[src/rtl/vdp_cpu_vram_port.sv]
`default_nettype none
// ============================================================================
//  Module   : vdp_cpu_vram_port
//  Purpose  : CPU-side VRAM access front end. Decodes Z80 accesses to the
//             data port (#98) and control port (#99), assembles two-byte
//             address/register writes, drives toggle request handshakes to
//             the VRAM arbiter and keeps a one-byte read-ahead buffer.
//  Revision : 1.0  initial release
// ============================================================================
module vdp_cpu_vram_port (
  input  logic        CLK21M,
  input  logic        RESET,
  input  logic        cpu_req,
  input  logic        cpu_wr,
  input  logic [1:0]  cpu_port,
  input  logic [7:0]  cpu_din,
  output logic [7:0]  cpu_dout,
  output logic        cpu_wait,
  input  logic [1:0]  DOTSTATE,
  input  logic [7:0]  PRAMDAT,
  input  logic        VDPVRAMWRACK,
  input  logic        VDPVRAMRDACK,
  input  logic        VDPVRAMADDRSETACK,
  input  logic        VDPVRAMREADINGR,
  output logic [7:0]  VDPVRAMACCESSDATA,
  output logic        VDPVRAMWRREQ,
  output logic        VDPVRAMRDREQ,
  output logic        VDPVRAMADDRSETREQ,
  output logic [16:0] VDPVRAMACCESSADDRTMP,
  output logic        VDPVRAMREADINGA,
  output logic        reg_wr_strobe,
  output logic [5:0]  reg_num,
  output logic [7:0]  reg_data,
  output logic [2:0]  reg_r14
);

  localparam logic [1:0] c_PORT_DATA = 2'd0;
  localparam logic [1:0] c_PORT_CTRL = 2'd1;
  localparam logic [1:0] c_DOT_READ  = 2'b01;
  localparam logic [5:0] c_REG_R14   = 6'd14;

  logic [7:0]  r_rd_buf;
  logic        r_readinga;
  logic [7:0]  r_access_data;
  logic        r_wrreq;
  logic        r_rdreq;
  logic        r_asreq;
  logic [16:0] r_addr_tmp;
  logic        r_reg_wr_strobe;
  logic [5:0]  r_reg_num;
  logic [7:0]  r_reg_data;
  logic [2:0]  r_reg_r14;
  logic        r_first_flag;
  logic [7:0]  r_first_byte;
  logic        r_hold_full;
  logic [7:0]  r_hold_data;

  logic w_wr_pend;
  logic w_as_pend;
  logic w_rd_pend;
  logic w_wait;
  logic w_accept;
  logic w_hold_issue;
  logic w_capture;

  // Handshake state: a request is outstanding while REQ and ACK differ.
  assign w_wr_pend    = r_wrreq ^ VDPVRAMWRACK;
  assign w_as_pend    = r_asreq ^ VDPVRAMADDRSETACK;
  assign w_rd_pend    = (r_rdreq ^ VDPVRAMRDACK) | (VDPVRAMREADINGR ^ r_readinga);
  assign w_wait       = r_hold_full | w_rd_pend | w_as_pend;
  // Requests arriving while busy are dropped outright.
  assign w_accept     = cpu_req & ~w_wait;
  // Held byte waits for both the previous write and any address set so it
  // never lands at a stale address.
  assign w_hold_issue = r_hold_full & ~w_wr_pend & ~w_as_pend;
  assign w_capture    = (DOTSTATE == c_DOT_READ) && (VDPVRAMREADINGR != r_readinga);

  // Capture arbiter-issued read data into the read-ahead buffer.
  always_ff @(posedge CLK21M or posedge RESET) begin
    if (RESET) begin
      r_rd_buf   <= 8'h00;
      r_readinga <= 1'b0;
    end else if (w_capture) begin
      r_rd_buf   <= PRAMDAT;
      r_readinga <= VDPVRAMREADINGR;
    end
  end

  // CPU port decode, two-byte assembly and request toggling.
  always_ff @(posedge CLK21M or posedge RESET) begin
    if (RESET) begin
      r_access_data   <= 8'h00;
      r_wrreq         <= 1'b0;
      r_rdreq         <= 1'b0;
      r_asreq         <= 1'b0;
      r_addr_tmp      <= 17'h00000;
      r_reg_wr_strobe <= 1'b0;
      r_reg_num       <= 6'h00;
      r_reg_data      <= 8'h00;
      r_reg_r14       <= 3'h0;
      r_first_flag    <= 1'b0;
      r_first_byte    <= 8'h00;
      r_hold_full     <= 1'b0;
      r_hold_data     <= 8'h00;
    end else begin
      r_reg_wr_strobe <= 1'b0;
      if (w_hold_issue) begin
        r_access_data <= r_hold_data;
        r_wrreq       <= ~r_wrreq;
        r_hold_full   <= 1'b0;
      end else if (w_accept) begin
        case (cpu_port)
          c_PORT_DATA: begin
            r_first_flag <= 1'b0;
            if (cpu_wr) begin
              if (!w_wr_pend && !w_as_pend) begin
                r_access_data <= cpu_din;
                r_wrreq       <= ~r_wrreq;
              end else begin
                r_hold_data <= cpu_din;
                r_hold_full <= 1'b1;
              end
            end else begin
              // The CPU has taken the buffered byte; prefetch the next one.
              r_rdreq <= ~r_rdreq;
            end
          end
          c_PORT_CTRL: begin
            if (!cpu_wr) begin
              r_first_flag <= 1'b0;
            end else if (!r_first_flag) begin
              r_first_byte <= cpu_din;
              r_first_flag <= 1'b1;
            end else begin
              r_first_flag <= 1'b0;
              if (cpu_din[7]) begin
                r_reg_num       <= cpu_din[5:0];
                r_reg_data      <= r_first_byte;
                r_reg_wr_strobe <= 1'b1;
                if (cpu_din[5:0] == c_REG_R14) begin
                  r_reg_r14 <= r_first_byte[2:0];
                end
              end else begin
                r_addr_tmp <= {r_reg_r14, cpu_din[5:0], r_first_byte};
                r_asreq    <= ~r_asreq;
                // bit 6 clear selects a read setup: prefetch immediately
                if (!cpu_din[6]) begin
                  r_rdreq <= ~r_rdreq;
                end
              end
            end
          end
          default: ;
        endcase
      end
    end
  end

  assign cpu_dout             = r_rd_buf;
  assign cpu_wait             = w_wait;
  assign VDPVRAMACCESSDATA    = r_access_data;
  assign VDPVRAMWRREQ         = r_wrreq;
  assign VDPVRAMRDREQ         = r_rdreq;
  assign VDPVRAMADDRSETREQ    = r_asreq;
  assign VDPVRAMACCESSADDRTMP = r_addr_tmp;
  assign VDPVRAMREADINGA      = r_readinga;
  assign reg_wr_strobe        = r_reg_wr_strobe;
  assign reg_num              = r_reg_num;
  assign reg_data             = r_reg_data;
  assign reg_r14              = r_reg_r14;

endmodule
`default_nettype wire

[config.mk]
export PLATFORM = sky130hd
export DESIGN_NAME = vdp_cpu_vram_port
export DESIGN_NICKNAME = d
export VERILOG_FILES = /design/src/rtl/vdp_cpu_vram_port.sv
export SDC_FILE = /design/constraint.sdc
export NUM_CORES = 1
export LEC_CHECK = 0
export BUFFER_PORTS_ARGS = -buffer_cell sky130_fd_sc_hd__buf_2
export CORE_ASPECT_RATIO = 1.5
export CORE_MARGIN = 4
export CORE_UTILIZATION = 50
export DETAILED_ROUTE_END_ITERATION = 12
export PLACE_DENSITY_LB_ADDON = 0.3
export SLEW_MARGIN = 0
export SYNTH_ARGS = -nofsm -noshare
export SYNTH_HDL_FRONTEND = slang
export SYNTH_SLANG_ARGS = --single-unit
[constraint.sdc]
create_clock -name CLK21M -period 2.9 [get_ports CLK21M]
set_input_delay 0.145 -clock CLK21M [delete_from_list [all_inputs] [get_ports CLK21M]]
set_output_delay 0.145 -clock CLK21M [all_outputs]
set_load 0.005 [all_outputs]
=== Yosys cells after proc, flatten, opt, wreduce, memory -nomap -nowiden ===
Cells that the tools add are included.

* Equality and inequality tests: 10
* Muxes and demuxes: 30
* Bitwise gates (word level): 20
* Reduce and logical (&&, ||, !) cells: 19

{| class="wikitable"
|+ Operators with widths
! cell !! count
|-
| 8-bit 2-to-1 mux || 5
|-
| 1-bit 2-to-1 mux || 23
|-
| 2-bit inequality test (second input constant) || 6
|-
| 6-bit AND reduction || 2
|-
| 1-bit inverter || 10
|-
| 5-bit AND reduction || 2
|-
| 2-bit nonzero test || 5
|-
| 4-bit AND reduction || 2
|-
| 8-bit AND reduction || 1
|-
| 7-bit AND reduction || 1
|-
| 6-bit by 4-bit == test with 1-bit output (second input constant) || 1
|-
| 2-bit by 1-bit == test with 1-bit output (second input constant) || 2
|-
| 1-bit case mux with 2 select lines || 2
|-
| 1-bit XOR || 4
|-
| 1-bit bitwise AND || 3
|-
| 1-bit bitwise OR || 3
|-
| 3-bit AND reduction || 1
|-
| 1-bit logical AND || 2
|-
| 1-bit logical NOT || 2
|-
| 2-bit logical NOT || 1
|-
| 1-bit inequality test || 1
|}

* Register bits: 73
* Bits of input ports: 28
* Word-level logic and storage cells: 94

=== Depth between registers and ports, before layout ===
* Depth in word-level cells: 8
* Depth in mapped cells: 5
* Depth with buffers taken out: 4

=== Worst setup path after synthesis ===
No wires, ideal clock.

* Path type: register to register
* Start: register r_rdreq, in the netlist VDPVRAMRDREQ
* End: register r_addr_tmp[16], in the netlist VDPVRAMACCESSADDRTMP[16]
* Library setup time: 0.125 ns
* Arrival: 1.712 ns
* Data required time: 2.775 ns
* Setup slack: 1.064 ns
* Stages on the path, launching flop included: 6
* Clock period less this slack: 1.836 ns
* Cell sequence: dfrtp_1 -> xor2_2 -> nand4b_4 -> nor3_4 -> buf_6 -> mux2_2

* Word-level cells in the longest chain between the ends: 7

{| class="wikitable"
|+ RTL lines
! element !! line !! RTL
|-
| start: declaration || 46 || <nowiki>logic r_rdreq;</nowiki>
|-
| start signal: assignment || 125 || <nowiki>r_rdreq <= ~r_rdreq;</nowiki>
|-
| start signal: assignment || 148 || <nowiki>r_rdreq <= ~r_rdreq;</nowiki>
|-
| 1-bit XOR || 69 || <nowiki>assign w_rd_pend = (r_rdreq ^ VDPVRAMRDACK) | (VDPVRAMREADINGR ^ r_readinga);</nowiki>
|-
| 1-bit bitwise OR || 69 ||
|-
| 1-bit bitwise OR (2 in series) || 70 || <nowiki>assign w_wait = r_hold_full | w_rd_pend | w_as_pend;</nowiki>
|-
| 1-bit inverter || 72 || <nowiki>assign w_accept = cpu_req & ~w_wait;</nowiki>
|-
| 1-bit bitwise AND || 72 ||
|-
| 6-bit AND reduction (no source line) || n/a ||
|-
| end signal: assignment || 144 || <nowiki>r_addr_tmp <= {r_reg_r14, cpu_din[5:0], r_first_byte};</nowiki>
|-
| end: declaration || 48 || <nowiki>logic [16:0] r_addr_tmp;</nowiki>
|}

Every way passes these cells.
A chain may end at the register's enable or synchronous reset.

=== Worst setup path after layout ===
* Start: register r_asreq, in the netlist VDPVRAMADDRSETREQ
* End: register r_addr_tmp[14], in the netlist VDPVRAMACCESSADDRTMP[14]

* Word-level cells in the longest chain between the ends: 5

{| class="wikitable"
|+ RTL lines
! element !! line !! RTL
|-
| start: declaration || 47 || <nowiki>logic r_asreq;</nowiki>
|-
| start signal: assignment || 145 || <nowiki>r_asreq <= ~r_asreq;</nowiki>
|-
| 1-bit XOR (*) || 68 || <nowiki>assign w_as_pend = r_asreq ^ VDPVRAMADDRSETACK;</nowiki>
|-
| 1-bit bitwise OR or 1-bit inverter (tied branches) || 70, 75 ||
|-
| 1-bit inverter or 1-bit bitwise AND (tied branches) || 72, 75 ||
|-
| 1-bit bitwise AND or 1-bit inverter (tied branches) || n/a ||
|-
| 6-bit AND reduction (no source line) (*) || n/a ||
|}

Every way passes the cells marked *; elsewhere a longest branch is shown, timed or not.

==> reports/metrics.yaml <==
die:
  fp.coreArea_sq_um: 5910
  ios: 84
  rows: 34
  fp.dieW_microns: 72.3
  die_area_sq_um: 7560
  die_y_microns: 105
  initial_core_util_pct: 52.5
place:
  dp_hpwl_mm: 4.58
  pre_cts_slack_ns: 0.686
  gp_congestion: 0.763
  placed_area_sq_um: 3580
  port_buffers: 83
cts:
  cts_buffers: 9
  cts_tree: "built"
  root_buffer: "clkbuf_8"
  clk_pin_slew_worst_paths_ns: 0.08
  clock_path_buffers: 2
  cts.sinks: 73
  h-tree-depth: 3
  clock_latency_ns: 0.34
  ctsResizeCount: 0
power_and_ir_drop:
  p_per_area_nw_per_um2: 721
  ir_drop_mv: 0.337
  p_leak_nw: 2.04
cells_and_area:
  n_antenna_cell: 0
  final_net_count: 331
  drive_above_1_share_pct: 54.5
  fillers: 459
  multi_input_area_sq_um: 1210
  fin_area_sq_um: 3820
  final_util_pct: 64.6
  area_growth_pct: 23.1
  seqCellArea_sq_um: 1830
sta:
  setup_ws_ns: 0.705
  fmax_mhz: 455
  setup_viol: 0
  tns_ns: 0
  drv_slew: 0
  finalCritPeriodShare_pct: 75.7
  fin_crit_ns: 2.20
  max_slew_margin_pct: 45.4
  worst_pin_slew_ns: 0.817
  hold_violations: 0
  rsz0062_at_grt: "false"
  finClkSkew_ns: 0.0112
logic_synthesis:
  synth_edf_count: 0
  yosys_register_bits: 73
  netlist_area_sq_um: 3100
  synth.avg_cell_area_sq_um: 14.6
  synth.distinct_cells: 33
  synth.most_common_cell: "dfrtp_1"
  synth_common_cells: "dfrtp_1, mux2_2, nor2_1, nor3_1"
  async_reset_ff_share_pct: 100
  syn_inst: 212
  synth_top_family_by_area: "multiplexers"
  synthAdderAreaFrac_pct: 0
  netlist.area_leader.share_pct: 58.8
  yosysWarnings: 0
  synth_area_leaders: "dfrtp_1, mux2_2, mux2_4, nor3_1, nor4_1"
  synth_compound_area_share_pct: 2.86
  synth_xor_area_share_pct: 2.74
  synthSimpleGateAreaFrac_pct: 11.0
  synth_mux_area_share_pct: 22.5
  synth_ff_type: "dfrtp_1"
  synth_nets: 240
  ys_seq_area_share_pct: 58.8
  yosys.area.top_type: "dfrtp_1"
worst_setup_path:
  cpPeakStageDelay_ns: 0.43
  crit_family: "simple AND/OR/NAND/NOR gates"
  cp-end-kind: "flop"
  path_class: "reg -> reg"
  crit_buf_inv: 1
  critPathMaxFanout: 12
  crit_slowest_cell: "dfrtp_1"
  r2r_slack_ns: 0.70
  path_cells: "xnor2_2 -> nand4b_4 -> nor3_4 -> buf_4 -> mux2_2"
  cp.arrival_ns: 2.41
  regToRegEndpoint: "VDPVRAMACCESSADDRTMP[14]"
  critPathLaunchType: "flop"
  critPathRequiredTime_ns: 3.12
  r2r.worst_path.cells: 5
  r2r_start: "VDPVRAMADDRSETREQ"
detailed_routing:
  dr.pass1.iters: 4
  drt_iter0_markers: 91
  vias: 2039
  antenna_left: 0
  drt-total-wl_mm: 6.27
  via_per_inst: 5.37
  post-route-drc-count: 0
  wl_per_cell_microns: 16.5
global_routing:
  grt_first_pass_wirelength_mm: 10.2
  grt_overflow_total: 0
  groute.usage.overall_pct: 17.6
  grt_max_degree: 40
  antenna_found_initial: 0
  grt_pass1_vias: 2059
min_path:
  hp-class: "in -> reg"
  worst_hold_startpoint: "PRAMDAT[1]"
  min_to: "cpu_dout[1]"
  whs_path_depth: 2
status:
  status: "finished clean"
job:
  drv_cap: 0
cell usage in the layout, fill, tap and decap left out, types with 3 or more instances in the layout:
cell type / instances
nor3_1: 10
mux2_2: 47
mux2_4: 9
nor2_1: 11
clkbuf_8: 11
buf_2: 83
dfrtp_1: 73
nand2_1: 4
nor4_1: 8
a21oi_1: 9
xnor2_1: 4
nor3_4: 3
mux2_1: 3
buf_4: 3
timing repair:
item / in CTS / in global routing
hold buffers: 1 / 0
hold endpoints to repair: 37 / 0
buffers inserted: 0 / 0
routing by layer:
layer	global-route usage, %	up-vias	routed length [microns]	part of all wire [%]
met4	6.85	0	95	1.5
met3	4.93	8	460	7.3
met2	27.3	72	3130	50
met5	0	-	0	0
li1	-	946	-	-
met1	23.3	1013	2580	41
state kept, by name, indices dropped and copies added (netlist names):
name	flops
reg_wr_strobe	1
VDPVRAMACCESSDATA	8
VDPVRAMREADINGA	1
VDPVRAMRDREQ	1
r_first_flag	1
VDPVRAMACCESSADDRTMP	17
VDPVRAMADDRSETREQ	1
r_hold_full	1
reg_data	8
r_first_byte	8
reg_r14	3
cpu_dout	8
VDPVRAMWRREQ	1
reg_num	6
r_hold_data	8
how the worst max path moves through the flow:
stage	startpoint	cells past startpoint	endpoint	slack (ns)
floorplan	RESET	1	VDPVRAMACCESSADDRTMP[0]	0.90
global placement	VDPVRAMADDRSETREQ	5	VDPVRAMACCESSADDRTMP[6]	0.77
detailed placement	VDPVRAMADDRSETREQ	5	VDPVRAMACCESSADDRTMP[7]	0.69
CTS	VDPVRAMADDRSETREQ	5	VDPVRAMACCESSADDRTMP[14]	0.69
global route	VDPVRAMADDRSETREQ	5	VDPVRAMACCESSADDRTMP[13]	0.58
finish	VDPVRAMADDRSETREQ	5	VDPVRAMACCESSADDRTMP[14]	0.70
metrics by stage:
step,hold WS [ns],instances,total power (W)
2_1_floorplan,0.294,212,0.00166
3_3_place_gp,0.347,363,0.00187
3_5_place_dp,0.348,363,0.00189
4_1_cts,0.0245,380,0.00279
5_1_grt,0.0182,380,0.00291
6_report,0.0378,380,0.00275
cells by family after synthesis:
| group | Yosys count |
|---|---|
| mux | 59 |
| compound gates | 12 |
| simple gates | 50 |
| buf+inv | 10 |
| xor+xnor | 8 |
| flops | 73 |
final cells by class:
cell class                      instances  share of cell area (%)
Tap cell                               72                    2.36
Clock inverter                          4                    1.93
Clock buffer                           12                    4.06
Sequential cell                        73                    47.8
Timing Repair Buffer                   87                    11.7
Inverter                                3                   0.295
Multi-Input combinational cell        129                    31.8
where the power goes:
part | internal [W] | switching, W
clock network | 0.000534 | 0.000358
registers | 0.00121 | 0.000128
logic | 0.000274 | 0.000249
total | 0.00202 | 0.000735
(Power assumes the default switching activity.)
